--- src/rtl/vga_layer_compositor.sv ---
// Prioritised layer mux with registered rgb, plus collision tracking, game-state FSM and BCD scoring.
// Layer 0 has the highest priority; collisions are resolved once per frame on frame_tick.
module vga_layer_compositor #(
  parameter int                      NUM_LAYERS   = 4,
  parameter int                      COLOR_W      = 12,
  parameter logic [COLOR_W-1:0]      BG_COLOR     = 12'h5CC,
  parameter logic [COLOR_W-1:0]      FLASH_COLOR  = 12'hFFF,
  parameter int                      BIRD_LAYER   = 0,
  parameter logic [NUM_LAYERS-1:0]   HAZARD_MASK  = 4'b0010,
  parameter int                      SCORE_DIGITS = 4,
  parameter int                      FLASH_FRAMES = 32,
  parameter int                      H_LAST       = 799,
  parameter int                      V_LAST       = 524
) (
  input  logic                            clk,
  input  logic                            reset,
  input  logic                            bright,
  input  logic [9:0]                      hCount,
  input  logic [9:0]                      vCount,
  input  logic [NUM_LAYERS-1:0]           layer_hit,
  input  logic [NUM_LAYERS*COLOR_W-1:0]   layer_rgb,
  input  logic                            flap_pulse,
  input  logic                            point_pulse,
  input  logic                            out_of_bounds,
  output logic [COLOR_W-1:0]              rgb,
  output logic [1:0]                      game_state,
  output logic                            alive,
  output logic                            frame_tick,
  output logic [4*SCORE_DIGITS-1:0]       score,
  output logic [4*SCORE_DIGITS-1:0]       high_score
);

  typedef enum logic [1:0] {IDLE = 2'd0, PLAY = 2'd1, DYING = 2'd2, OVER = 2'd3} state_t;

  localparam logic [NUM_LAYERS-1:0] BIRD_BIT = NUM_LAYERS'(1) << BIRD_LAYER;
  localparam logic [NUM_LAYERS-1:0] KILL_MASK = HAZARD_MASK & ~BIRD_BIT;

  state_t                 state, next_state;
  logic                   coll_flag;
  logic                   coll_now;
  logic [7:0]             flash_cnt;
  logic [COLOR_W-1:0]     pix_p0;
  logic [COLOR_W-1:0]     rgb_p1;

  // Saturating BCD ripple increment; all-9s holds.
  function automatic logic [4*SCORE_DIGITS-1:0] bcd_inc(input logic [4*SCORE_DIGITS-1:0] s);
    logic [4*SCORE_DIGITS-1:0] r;
    logic carry;
    logic sat;
    r     = s;
    carry = 1'b1;
    sat   = 1'b1;
    for (int d = 0; d < SCORE_DIGITS; d++) begin
      if (s[4*d +: 4] != 4'd9) sat = 1'b0;
      if (carry) begin
        if (r[4*d +: 4] == 4'd9) begin
          r[4*d +: 4] = 4'd0;
        end else begin
          r[4*d +: 4] = r[4*d +: 4] + 4'd1;
          carry       = 1'b0;
        end
      end
    end
    return sat ? s : r;
  endfunction

  assign coll_now = (bright && layer_hit[BIRD_LAYER] && |(layer_hit & KILL_MASK)) || out_of_bounds;

  // Stage p0: combinational pixel selection from the current inputs and state
  always_comb begin
    pix_p0 = BG_COLOR;
    for (int i = NUM_LAYERS - 1; i >= 0; i--) begin
      if (layer_hit[i]) pix_p0 = layer_rgb[i*COLOR_W +: COLOR_W];
    end
    if (state == DYING && flash_cnt[2]) pix_p0 = FLASH_COLOR;
    if (!bright) pix_p0 = '0;
  end

  always_comb begin
    next_state = state;
    case (state)
      IDLE:    if (flap_pulse) next_state = PLAY;
      PLAY:    if (frame_tick && (coll_flag || coll_now)) next_state = DYING;
      DYING:   if (frame_tick && flash_cnt == 8'd1) next_state = OVER;
      OVER:    if (flap_pulse) next_state = IDLE;
      default: next_state = IDLE;
    endcase
  end

  // Stage p1: registered pixel, state and game bookkeeping
  always_ff @(posedge clk or negedge reset) begin
    if (!reset) begin
      state      <= IDLE;
      rgb_p1     <= '0;
      alive      <= 1'b0;
      frame_tick <= 1'b0;
      score      <= '0;
      high_score <= '0;
      coll_flag  <= 1'b0;
      flash_cnt  <= 8'd0;
    end else begin
      state      <= next_state;
      alive      <= (next_state == PLAY);
      rgb_p1     <= pix_p0;
      frame_tick <= (hCount == 10'(H_LAST)) && (vCount == 10'(V_LAST));
      case (state)
        IDLE: if (flap_pulse) score <= '0;
        PLAY: begin
          if (point_pulse) score <= bcd_inc(score);
          if (frame_tick)    coll_flag <= 1'b0;
          else if (coll_now) coll_flag <= 1'b1;
          if (next_state == DYING) flash_cnt <= 8'(FLASH_FRAMES);
        end
        DYING: if (frame_tick) begin
          flash_cnt <= flash_cnt - 8'd1;
          if (next_state == OVER && score > high_score) high_score <= score;
        end
        default: ;
      endcase
    end
  end

  assign rgb        = rgb_p1;
  assign game_state = state;

endmodule

--- config.mk ---
export PLATFORM = sky130hd
export DESIGN_NAME = vga_layer_compositor
export DESIGN_NICKNAME = d
export VERILOG_FILES = /design/src/rtl/vga_layer_compositor.sv
export SDC_FILE = /design/constraint.sdc
export NUM_CORES = 1
export LEC_CHECK = 0
export ABC_CLOCK_PERIOD_IN_PS = 2730
export BUFFER_PORTS_ARGS = -buffer_cell sky130_fd_sc_hd__buf_2
export CORE_MARGIN = 1.5
export CORE_UTILIZATION = 45
export CTS_CLUSTER_SIZE = 24
export DETAILED_ROUTE_END_ITERATION = 8
export PLACE_DENSITY = 0.79
export SETUP_SLACK_MARGIN = 0.1
export SKIP_CTS_REPAIR_TIMING = 1
export SYNTH_ARGS = -nofsm -noshare
export SYNTH_HDL_FRONTEND = slang
export SYNTH_SLANG_ARGS = --single-unit
--- constraint.sdc ---
create_clock -name clk -period 2.73 [get_ports clk]
set_input_delay 0.273 -clock clk [delete_from_list [all_inputs] [get_ports clk]]
set_output_delay 0.273 -clock clk [all_outputs]
set_load 0.01 [all_outputs]
==> metrics list, run 1 <==
- Switching Share: between 30 and 40%
- Iter 0 DRT Violations: 111
* Pwr Density: 573 mW/mm2
- Relative contribution of the clock network to total power: 31.1%
* Class of the tightest hold or removal check: in2async
* Sequential group share of total power: 40.9%
* Fmax: 409 MHz
* Detailed Route WL: 8.66 mm
- The later pin in the worst-skew pair is clocked with a latency of around 0.34 ns.
- From left edge to right edge, the die measures 90.4 um.
- The detail route stage leaves a number of antenna-violating nets equal to 0.
* Startpoint Class: register
- For this run, the total global-route usage over all layers was measured as 22.4%.
- The final layout contains about 590 nets.
- The area growth from synthesis to layout is 27.8%.
- Top cell type by total area after synthesis: sky130_fd_sc_hd__dfrtp_1
- The share of total power dissipated in combinational logic is approximately 28%.
- Result of the run: finished clean
- Yosys mapped a number of flops with a built-in enable equal to 0.
- After routing the design area is 0.00439 mm2.
* Total overflow reported by the global router: 0
* Unique masters post-synth: 50
- The internal portion of the total power is 1.68 mW.
* Nets in the synthesized netlist: 455
- Count of mapped cells out of synthesis: between 300 and 400
* Antenna Cells: 0
* Core area: roughly 0.0073 mm2
- Setup violations, final: 0
* Initial antenna violation count: 0
- Maximum fanout along the worst path: 16
- The tree built by TritonCTS fans out to 57 sinks.
- On the final layout, the worst clock skew is 0.00611 ns.
* Final hold vios: 0
* DRC violation count after routing: 0
* Leakage power total: about 2.1 nW
- Clk pin slew, worst setup/hold paths: roughly 0.070 ns
* Number of synthesis warnings: 0
- Input and output buffers added on the ports amount to 125.
- The worst pin sits at a relative slew slack of 35.1%.
- After detailed routing, the number of vias per cell comes to around 5.3.
- Die Area: 0.00817 mm2
- Ranked by total cell area, the synthesized netlist is headed by sky130_fd_sc_hd__dfrtp_1 41%, sky130_fd_sc_hd__ha_1 9.5%, sky130_fd_sc_hd__mux2_2 3.6%.
* Sw power: between 0.8 and 0.9 mW
- Setup repair after global routing left no endpoint under its margin.
- Initial core utilization: 46.9%
- TritonCTS clock tree: done
- Length of the first detailed-routing pass in iterations: 4
* Share of cells above drive strength 1: 34.7%
- Summing every instance area after synthesis gives around 0.0034 mm2.
* Height of the chip: 90.4 um
- Final count of pins violating max slew: 0
- After routing, the total negative slack on setup checks comes to 0 ns.
- Across the run, the number of max-cap violations was 0.
* Core Rows: 31
- The tree is rooted in a sky130_fd_sc_hd__clkbuf_8.
- H-tree depth: 3
* Count of state elements after synthesis: 57
* Cell area reported after detailed placement: 0.00420 mm2
* Time the worst path needs with I/O delays and setup: 2.45 ns
- The first global-routing pass estimated 14.4 mm of wire.
* Post-Syn Area per Cell: ~9.8 um2
- Share of the synthesized area in the top cell type: 41.5%
- The longest clock path from root to sink contains 2 buffers.
* Number of buffers added by the clock tree synthesis step: 9
* Share of flip-flops with an asynchronous set or reset after synthesis: 100%
* Via count of the first global-routing pass: between 3,000 and 4,000
- For this run, the register share of the synthesized area comes to 41.5%.
* Prevailing post-synth register cell: sky130_fd_sc_hd__dfrtp_1
- After detailed routing, the average wire length per cell comes to 14.8 um.
- Placer's final routability congestion estimate: 0.838
- The worst setup path is captured at a register.
- Critical Path RT: 2.96 ns
* Count of fill cells added during filler insertion: 624
- Entering global routing, the biggest net connects 44 pins.
- Dividing the final minimum period by the clock period gives 89.6%.
- VDD IR max: 250 uV
- Transition time at the pin with the least slew margin: 0.974 ns
* DPL Wire Length: 6.66 mm
- Io pins: about 130
- Worst setup path category: reg2reg
- Overall via count from detail_route: 3,130
- Data on the critical path arrives at its endpoint at 2.67 ns.
-- metrics by stage --
step	total power [mW]	std cells	hold WS (ns)	utilization (%)	worst slack [ns]
floorplan	1.43	351	-0.0226	-	0.281
global route	2.67	586	0.165	59.9	0.0969
CTS	2.53	586	0.116	59.8	0.202
finish	2.52	586	0.0894	59.9	0.283
detailed placement	1.75	570	0.485	57.3	0.218
global placement	1.72	570	0.480	57.3	0.328
-- cell type report --
| class | instances | area, um2 | area share [%] |
|---|---|---|---|
| multi-input cells | 252 | 1840 | 42.0 |
| flip-flops and latches | 57 | 1430 | 32.5 |
| repair buffers | 134 | 706 | 16.1 |
| clock buffers | 13 | 149 | 3.39 |
| well taps | 99 | 124 | 2.82 |
| inverters | 28 | 105 | 2.39 |
| clock inverters | 3 | 40.0 | 0.911 |
-- cell families (layout without fill, tap and decap cells) --
group / Yosys count / after routing / synth area share (%)
flip-flops: 57 / 57 / 41.5
XOR/XNOR: 5 / 5 / 1.27
buffers and inverters: 42 / 178 / 5.06
AO/OA/AOI/OAI: 87 / 87 / 17.8
AND/OR/NAND/NOR: 112 / 112 / 17.4
multiplexers: 22 / 22 / 7.54
adder cells (fa/ha/maj): 26 / 26 / 9.46
-- layer usage --
| metal | routed length, um | GRT usage [%] | vias up |
|---|---|---|---|
| li1 | - | - | 1542 |
| met1 | 3580 | 26.0 | 1455 |
| met2 | 4410 | 39.3 | 116 |
| met3 | 481 | 4.97 | 17 |
| met4 | 195 | 9.92 | 0 |
| met5 | 0 | 0 | - |
-- synthesized netlist by cell type, types with 4 or more instances --
cell type,count
sky130_fd_sc_hd__dfrtp_1,57
sky130_fd_sc_hd__inv_1,28
sky130_fd_sc_hd__ha_1,26
sky130_fd_sc_hd__nand2_1,26
sky130_fd_sc_hd__nor2_1,20
sky130_fd_sc_hd__a21oi_1,16
sky130_fd_sc_hd__o21ai_0,16
sky130_fd_sc_hd__clkbuf_1,13
sky130_fd_sc_hd__a21boi_0,12
sky130_fd_sc_hd__nor3_1,12
sky130_fd_sc_hd__mux2_2,11
sky130_fd_sc_hd__nand3_1,9
sky130_fd_sc_hd__nor2b_1,9
sky130_fd_sc_hd__a221oi_1,6
sky130_fd_sc_hd__mux2i_1,6
sky130_fd_sc_hd__o211ai_1,6
sky130_fd_sc_hd__o22ai_1,6
sky130_fd_sc_hd__o31ai_1,6
sky130_fd_sc_hd__mux2_4,5
sky130_fd_sc_hd__nand4_1,5
sky130_fd_sc_hd__nor4_1,5
sky130_fd_sc_hd__and2_1,4
sky130_fd_sc_hd__nand3b_1,4
sky130_fd_sc_hd__o41ai_1,4
sky130_fd_sc_hd__or4_1,4
sky130_fd_sc_hd__xnor2_1,4
-- final timing paths --
| kind | from | end | slack [ns] | depth (start not counted) |
|---|---|---|---|---|
| worst max-delay path | score[13] | high_score[7] | 0.28 | 7 |
| max in group asynchronous | reset | flash_cnt[3] | 1.88 | 2 |
| min in group clk | hCount[0] | frame_tick | 0.18 | 3 |
| worst min-delay path | reset | high_score[11] | 0.09 | 1 |
| worst max register to register | score[13] | high_score[7] | 0.28 | 7 |
| worst min register to register | flash_cnt[1] | flash_cnt[1] | 0.51 | 2 |
-- power groups by stage --
stage	Combinational, mW	Sequential, mW	Clock [mW]
final	0.706	1.03	0.782
after detailed placement	0.699	1.05	0
after CTS	0.704	1.03	0.794
after global routing	0.787	1.04	0.841
after global placement	0.677	1.04	0
after floorplan	0.359	1.07	0
-- worst max-delay path, cell delays in order, from the launching register on --
cell,delay [ns]
sky130_fd_sc_hd__dfrtp_1,0.43
sky130_fd_sc_hd__ha_1,0.32
sky130_fd_sc_hd__nand4_1,0.20
sky130_fd_sc_hd__nor4_2,0.37
sky130_fd_sc_hd__a22oi_1,0.16
sky130_fd_sc_hd__a211oi_4,0.30
sky130_fd_sc_hd__buf_12,0.20
sky130_fd_sc_hd__mux2_2,0.35
-- layout by cell type, fill, tap and decap left out, types with 6 or more instances in the layout --
cell,count
sky130_fd_sc_hd__nor3_1,12
sky130_fd_sc_hd__inv_1,28
sky130_fd_sc_hd__dfrtp_1,57
sky130_fd_sc_hd__a221oi_1,6
sky130_fd_sc_hd__ha_1,26
sky130_fd_sc_hd__a21boi_0,12
sky130_fd_sc_hd__mux2_2,11
sky130_fd_sc_hd__o22ai_1,6
sky130_fd_sc_hd__a21oi_1,16
sky130_fd_sc_hd__nor2_1,20
sky130_fd_sc_hd__o211ai_1,6
sky130_fd_sc_hd__nor2b_1,9
sky130_fd_sc_hd__buf_2,125
sky130_fd_sc_hd__clkbuf_8,10
sky130_fd_sc_hd__o21ai_0,16
sky130_fd_sc_hd__nand2_1,26
sky130_fd_sc_hd__mux2i_1,6
sky130_fd_sc_hd__o31ai_1,6
sky130_fd_sc_hd__nand3_1,9
sky130_fd_sc_hd__buf_4,8
-- sequential cells by signal, indices dropped and copies added (netlist names) --
register / count
high_score: 16
alive: 1
rgb: 12
flash_cnt: 8
game_state: 2
score: 16
coll_flag: 1
frame_tick: 1
(Power assumes the default switching activity.)
==> inputs of run 2 (changes only) <==
MAX_ROUTING_LAYER = met4   (was unset)
==> metrics list, run 2 (same netlist as run 1, synthesis figures left out) <==
* ANT nets after route: 0
* H-tree depth: 3
- Core area: between 0.007 and 0.008 mm2
- The library cell used most frequently in the layout, excluding fill and tap cells, is sky130_fd_sc_hd__buf_2.
- Number of buffers added by the clock tree synthesis step: 9
* Post-detailed-route via-to-cell ratio: between 5 and 6
- The die covers 0.00817 mm2.
- In the final design database the tool counted between 500 and 600 nets.
- Horizontal die dimension: 90.4 um
* Overall via count from detail_route: 3,129
* Buffers added on ports: 125
* Initial core utilization: a little under half
* Fmax: 410 MHz
* Result of the run: finished clean
* Total power consumption of the routed design: roughly 2.5 mW
- Summed negative setup slack over all endpoints: 0 ns
- Antenna Cells: 0
* VDD IR max: about 250 uV
- Cell area reported after detailed placement: 0.00420 mm2
- Worst slew margin relative to its limit: 34.4%
- Max stage delay cell, worst path: sky130_fd_sc_hd__dfrtp_1
* Top layer used by detailed routing: met4
* Worst-skew pair later-pin latency: between 0.3 and 0.4 ns
* Leakage power total: 2.13 nW
* Share of cells above drive strength 1: 34.7%
* Count of placed standard cells in the final layout, fillers left out: 586
- Hold Worst Slack: between 0.09 and 0.1 ns
- Routed len/inst: approximately 15 um
- The first global-routing pass estimated 14.4 mm of wire.
* DRC violation count after routing: 0
- DPL Wire Length: roughly 6.7 mm
* Final setup margin: 0.289 ns
- Aggregate global-route resource usage: 23.0%
- Via count of the first global-routing pass: between 3,000 and 4,000
- Class of the tightest hold or removal check: in2async
* Switching Share: 33.0%
- Sequential group share of total power: between 40% and 50%
- Maxcap violations: 0
- Initial antenna violation count: 0
- Final hold vios: 0
- Placer's final routability congestion estimate: 0.851
* Final core utilization: 59.9%
- From synthesis to final layout, the design area changed by 27.8%.
- Final count of pins violating max slew: 0
- Including well taps, the total number of placed cells is 570.
* Maximum single-stage delay on the critical path: 0.43 ns
* Relative contribution of the clock network to total power: 31.0%
- Unrepaired setup endpoints after global routing: false
* Part of the cycle the worst path needs: 89.4%
* Share of power burned in combinational logic: approximately 28%
- Maximum number of pins on one net before global-route repair: 44
- Height of the chip: ~90 um
- Sw power: 0.831 mW
- Routed wire length on met3: 466 um
- The library cells used most frequently in the layout, excluding fill and tap cells, are 125 x sky130_fd_sc_hd__buf_2, 57 x sky130_fd_sc_hd__dfrtp_1, 28 x sky130_fd_sc_hd__inv_1.
- Total overflow reported by the global router: 0
- Crit path arrival time: 2.67 ns
- Iter 0 DRT Violations: 120
* Met1 wire length: 3.58 mm
- Maximum fanout along the worst path: 16
- Max Clock Skew: about 0.0049 ns
- STA classifies the critical path startpoint as a register.
- Count of buffering cells on the critical path with inverters included: 1
- TritonCTS built the clock tree.
- For the worst setup path, the data required time is 2.96 ns.
- The setup path with the least slack is of type reg2reg.
- Detailed routing placed a total of 4.42 mm of wire on met2.
* Transition time at the pin with the least slew margin: between 0.9 and 1 ns
- Worst slack at placement: ~0.22 ns
- Reg-to-reg slack, setup: 0.29 ns
- Grouping stages by cell kind, the critical path spends the most delay in simple AND/OR/NAND/NOR gates.
- For this block, the routed nets add up to 8.67 mm of wire.
* Internal Dissipation: 1.68 mW
- Area of all placed cells without fillers: 0.00439 mm2
* Length of the first detailed-routing pass in iterations: 4
- Fill cells in the final layout number 624.
* Clk pin slew, worst setup/hold paths: 0.06 ns
* Number of clock sinks: 57
- Row generation in the floorplan step produced 31 rows.
- STA classifies the critical path endpoint as a register.
* Io pins: 126
- Counting I/O delays and the setup requirement, the final critical path takes 2.44 ns.
- Setup violations, final: 0
* Root Driver: sky130_fd_sc_hd__clkbuf_8
- The signal on the critical path passes through ha_1 > nand4_1 > nor4_2 > a22oi_1 > a211oi_4 > buf_12 > mux2_2.
* Pwr Density: roughly 570 mW/mm2
* Maximum clock insertion buffer count: 2
[run 2: cell counts in the layout (fill, tap and decap cells not counted)]
Identical to the previous run, type by type.
[run 2: layout make-up]
type / count / area, um2 / area share (%)
Clock buffer: 13 / 149 / 3.39
Clock inverter: 3 / 40.0 / 0.911
Sequential cell: 57 / 1430 / 32.5
Timing Repair Buffer: 134 / 706 / 16.1
Multi-Input combinational cell: 252 / 1840 / 42.0
Inverter: 28 / 105 / 2.39
Tap cell: 99 / 124 / 2.82
[run 2: worst paths after layout]
check	from	depth (start not counted)	end
min in group clk	hCount[0]	3	frame_tick
max in group asynchronous	reset	2	flash_cnt[3]
worst min register to register	flash_cnt[1]	2	flash_cnt[1]
worst max register to register	score[13]	7	high_score[7]
worst max-delay path	score[13]	7	high_score[7]
worst min-delay path	reset	1	high_score[11]
[run 2: routing by layer]
layer  vias to the layer above  track usage (%)
met5                         -                -
met4                         0             11.1
met3                        18             3.11
met2                       120             39.2
met1                      1446             26.7
li1                       1545                -
[run 2: power by group through the flow]
stage	logic, mW	clock network [mW]	registers, mW
2_1_floorplan	0.359	0	1.07
3_3_place_gp	0.677	0	1.04
3_5_place_dp	0.699	0	1.05
4_1_cts	0.704	0.794	1.03
5_1_grt	0.787	0.838	1.05
6_report	0.705	0.778	1.03
[run 2: worst reg2reg max path: cells and delay by family (launching register included)]
family	cells	cell delay (ns)
AOI/OAI and AO/OA	2	0.46
adders and majority gates	1	0.32
DFF	1	0.43
buffers and inverters	1	0.20
and+or+nand+nor	2	0.57
muxes	1	0.35
==> inputs of run 3 (changes only) <==
CORE_UTILIZATION = 25   (was 45)
PLACE_DENSITY = 0.51   (was 0.79)
==> metrics list, run 3 (same netlist as run 1, synthesis figures left out) <==
- The floorplan step set the die width to around 120 um.
* Final net count: 592
- Clock latency on the worst-skew pair, taken at its later pin, is 0.33 ns.
* Most common cell after layout, fill and taps aside: sky130_fd_sc_hd__buf_2
- The number of global-route vias before repair came to 3,153.
- The floorplan step set the die height to between 100 and 150 um.
* First-pass GRT wire length: 15.2 mm
- The root buffer cell chosen for the clock tree is sky130_fd_sc_hd__clkbuf_16.
- Worst setup path category: reg2reg
- Setup repair after global routing left no endpoint under its margin.
- From synthesis to final layout, the design area changed by 34.6%.
- DPL Wire Length: between 7 and 8 mm
- The initial utilization of the core area, before any placement, comes to 25.7%.
- Placer's final routability congestion estimate: 0.759
- For the worst setup path, the data required time is ~2.9 ns.
- Prior to clock tree synthesis, the placed netlist has a worst setup slack of 0.176 ns.
- For the final database, setup skew stands at 0.00793 ns.
* Setup violations, final: 0
- Adding up every negative setup slack in the final design gives 0 ns.
- The post-route netlist has 35.3% of its cells at a drive strength greater than 1.
* Initial antenna violation count: 1
- DRC violation count after routing: 0
* Worst setup EP type: register
- In this run the count of I/O pins placed on the die edge is 126.
* Post-detailed-route via-to-cell ratio: 4.66
- Fmax: 410 MHz
- Class of the tightest hold or removal check: in2reg
- Maximum clock insertion buffer count: 2
* Area of all placed cells without fillers: 0.00463 mm2
- Length of the first detailed-routing pass in iterations: 4
- Of the available clock period, the critical path in the final layout requires around 89%.
- For this run the aggregate overflow at the end of global routing stands at 0.
* Final hold vios: 0
* Final count of pins violating max slew: 0
- Transition time at the pin with the least slew margin: 0.561 ns
- In this run the standard cell core region covers 0.0133 mm2.
* Aggregate global-route resource usage: 13.7%
* Time the worst path needs with I/O delays and setup: about 2.4 ns
- Startpoint Class: register
- Data on the critical path arrives at its endpoint at ~2.7 ns.
- In this run, the number of DRC markers left after iteration 0 of detailed routing was 155.
- Maximum fanout along the worst path: 16
- Detailed Route WL: 9.24 mm
* Number of buffers added by the clock tree synthesis step: 9
- TritonCTS clock tree: done
* VDD IR max: 285 uV
- Worst slew margin relative to its limit: 62.5%
- Final core utilization: 34.7%
- In this run the tool buffered the top-level ports with between 100 and 150 buffer cells.
- Overall via count from detail_route: between 3,000 and 4,000
- Core Rows: 42
- The run finished with clean final reports.
- Clk pin slew, worst setup/hold paths: 0.05 ns
* Leakage power total: 2.20 nW
- Cell area reported after detailed placement: 0.00433 mm2
- Final setup margin: 0.293 ns
- Across the run, the number of max-cap violations was 0.
- Total power consumption of the routed design: 2.79 mW
- Routed len/inst: 13.8 um
- ANT nets after route: 0
- Commonest non-fill, non-tap cells in the layout: 125 x sky130_fd_sc_hd__buf_2, 57 x sky130_fd_sc_hd__dfrtp_1, 28 x sky130_fd_sc_hd__inv_1
* H-tree depth: 3
- Number of clock sinks: 57
- Maximum number of pins on one net before global-route repair: 39
* Die Area: 0.0145 mm2
- Pwr Density: 602 mW/mm2
[run 3: through the flow]
stage               hold slack, ns  instances
finish                       0.189        670
global route                 0.201        670
CTS                        -0.0841        668
detailed placement           0.268        652
global placement             0.256        652
floorplan                  -0.0226        351
[run 3: final timing paths]
kind | startpoint | cells past startpoint | endpoint | slack [ns]
worst min-delay path | hCount[0] | 3 | frame_tick | 0.19
worst max register to register | score[15] | 7 | high_score[2] | 0.29
max in group asynchronous | reset | 3 | frame_tick | 1.42
worst min register to register | high_score[6] | 1 | high_score[6] | 0.52
min in group asynchronous | reset | 2 | high_score[14] | 0.44
worst max-delay path | score[15] | 7 | high_score[2] | 0.29
[run 3: report_power, final]
part           total [mW]  leakage, nW  switching, mW  internal [mW]
Clock                1.03        0.133          0.371          0.661
Combinational       0.726         1.39          0.400          0.326
Sequential           1.03        0.678          0.102          0.926
[run 3: critical path, stage by stage (launching register included)]
cell and delay (ns):
sky130_fd_sc_hd__dfrtp_1 0.43, sky130_fd_sc_hd__ha_1 0.32, sky130_fd_sc_hd__nand4_1 0.17, sky130_fd_sc_hd__nor4_2 0.38, sky130_fd_sc_hd__a22oi_1 0.16, sky130_fd_sc_hd__a211oi_4 0.30, sky130_fd_sc_hd__buf_12 0.21, sky130_fd_sc_hd__mux2_2 0.35
[run 3: cell type report]
cell class | instances | area (um2)
Antenna cell | 1 | 2.50
Clock buffer | 14 | 264
Clock inverter | 2 | 12.5
Fill cell | 1398 | 8720
Inverter | 28 | 105
Multi-Input combinational cell | 252 | 1840
Sequential cell | 57 | 1430
Tap cell | 176 | 220
Timing Repair Buffer | 140 | 753
[run 3: layer usage]
| metal | track usage [%] | share of wire (%) | vias to the layer above |
|---|---|---|---|
| met5 | - | 0 | - |
| met4 | 5.15 | 2.3 | 0 |
| met3 | 3.73 | 5.5 | 15 |
| met2 | 23.0 | 48 | 91 |
| met1 | 15.9 | 44 | 1454 |
| li1 | - | - | 1563 |
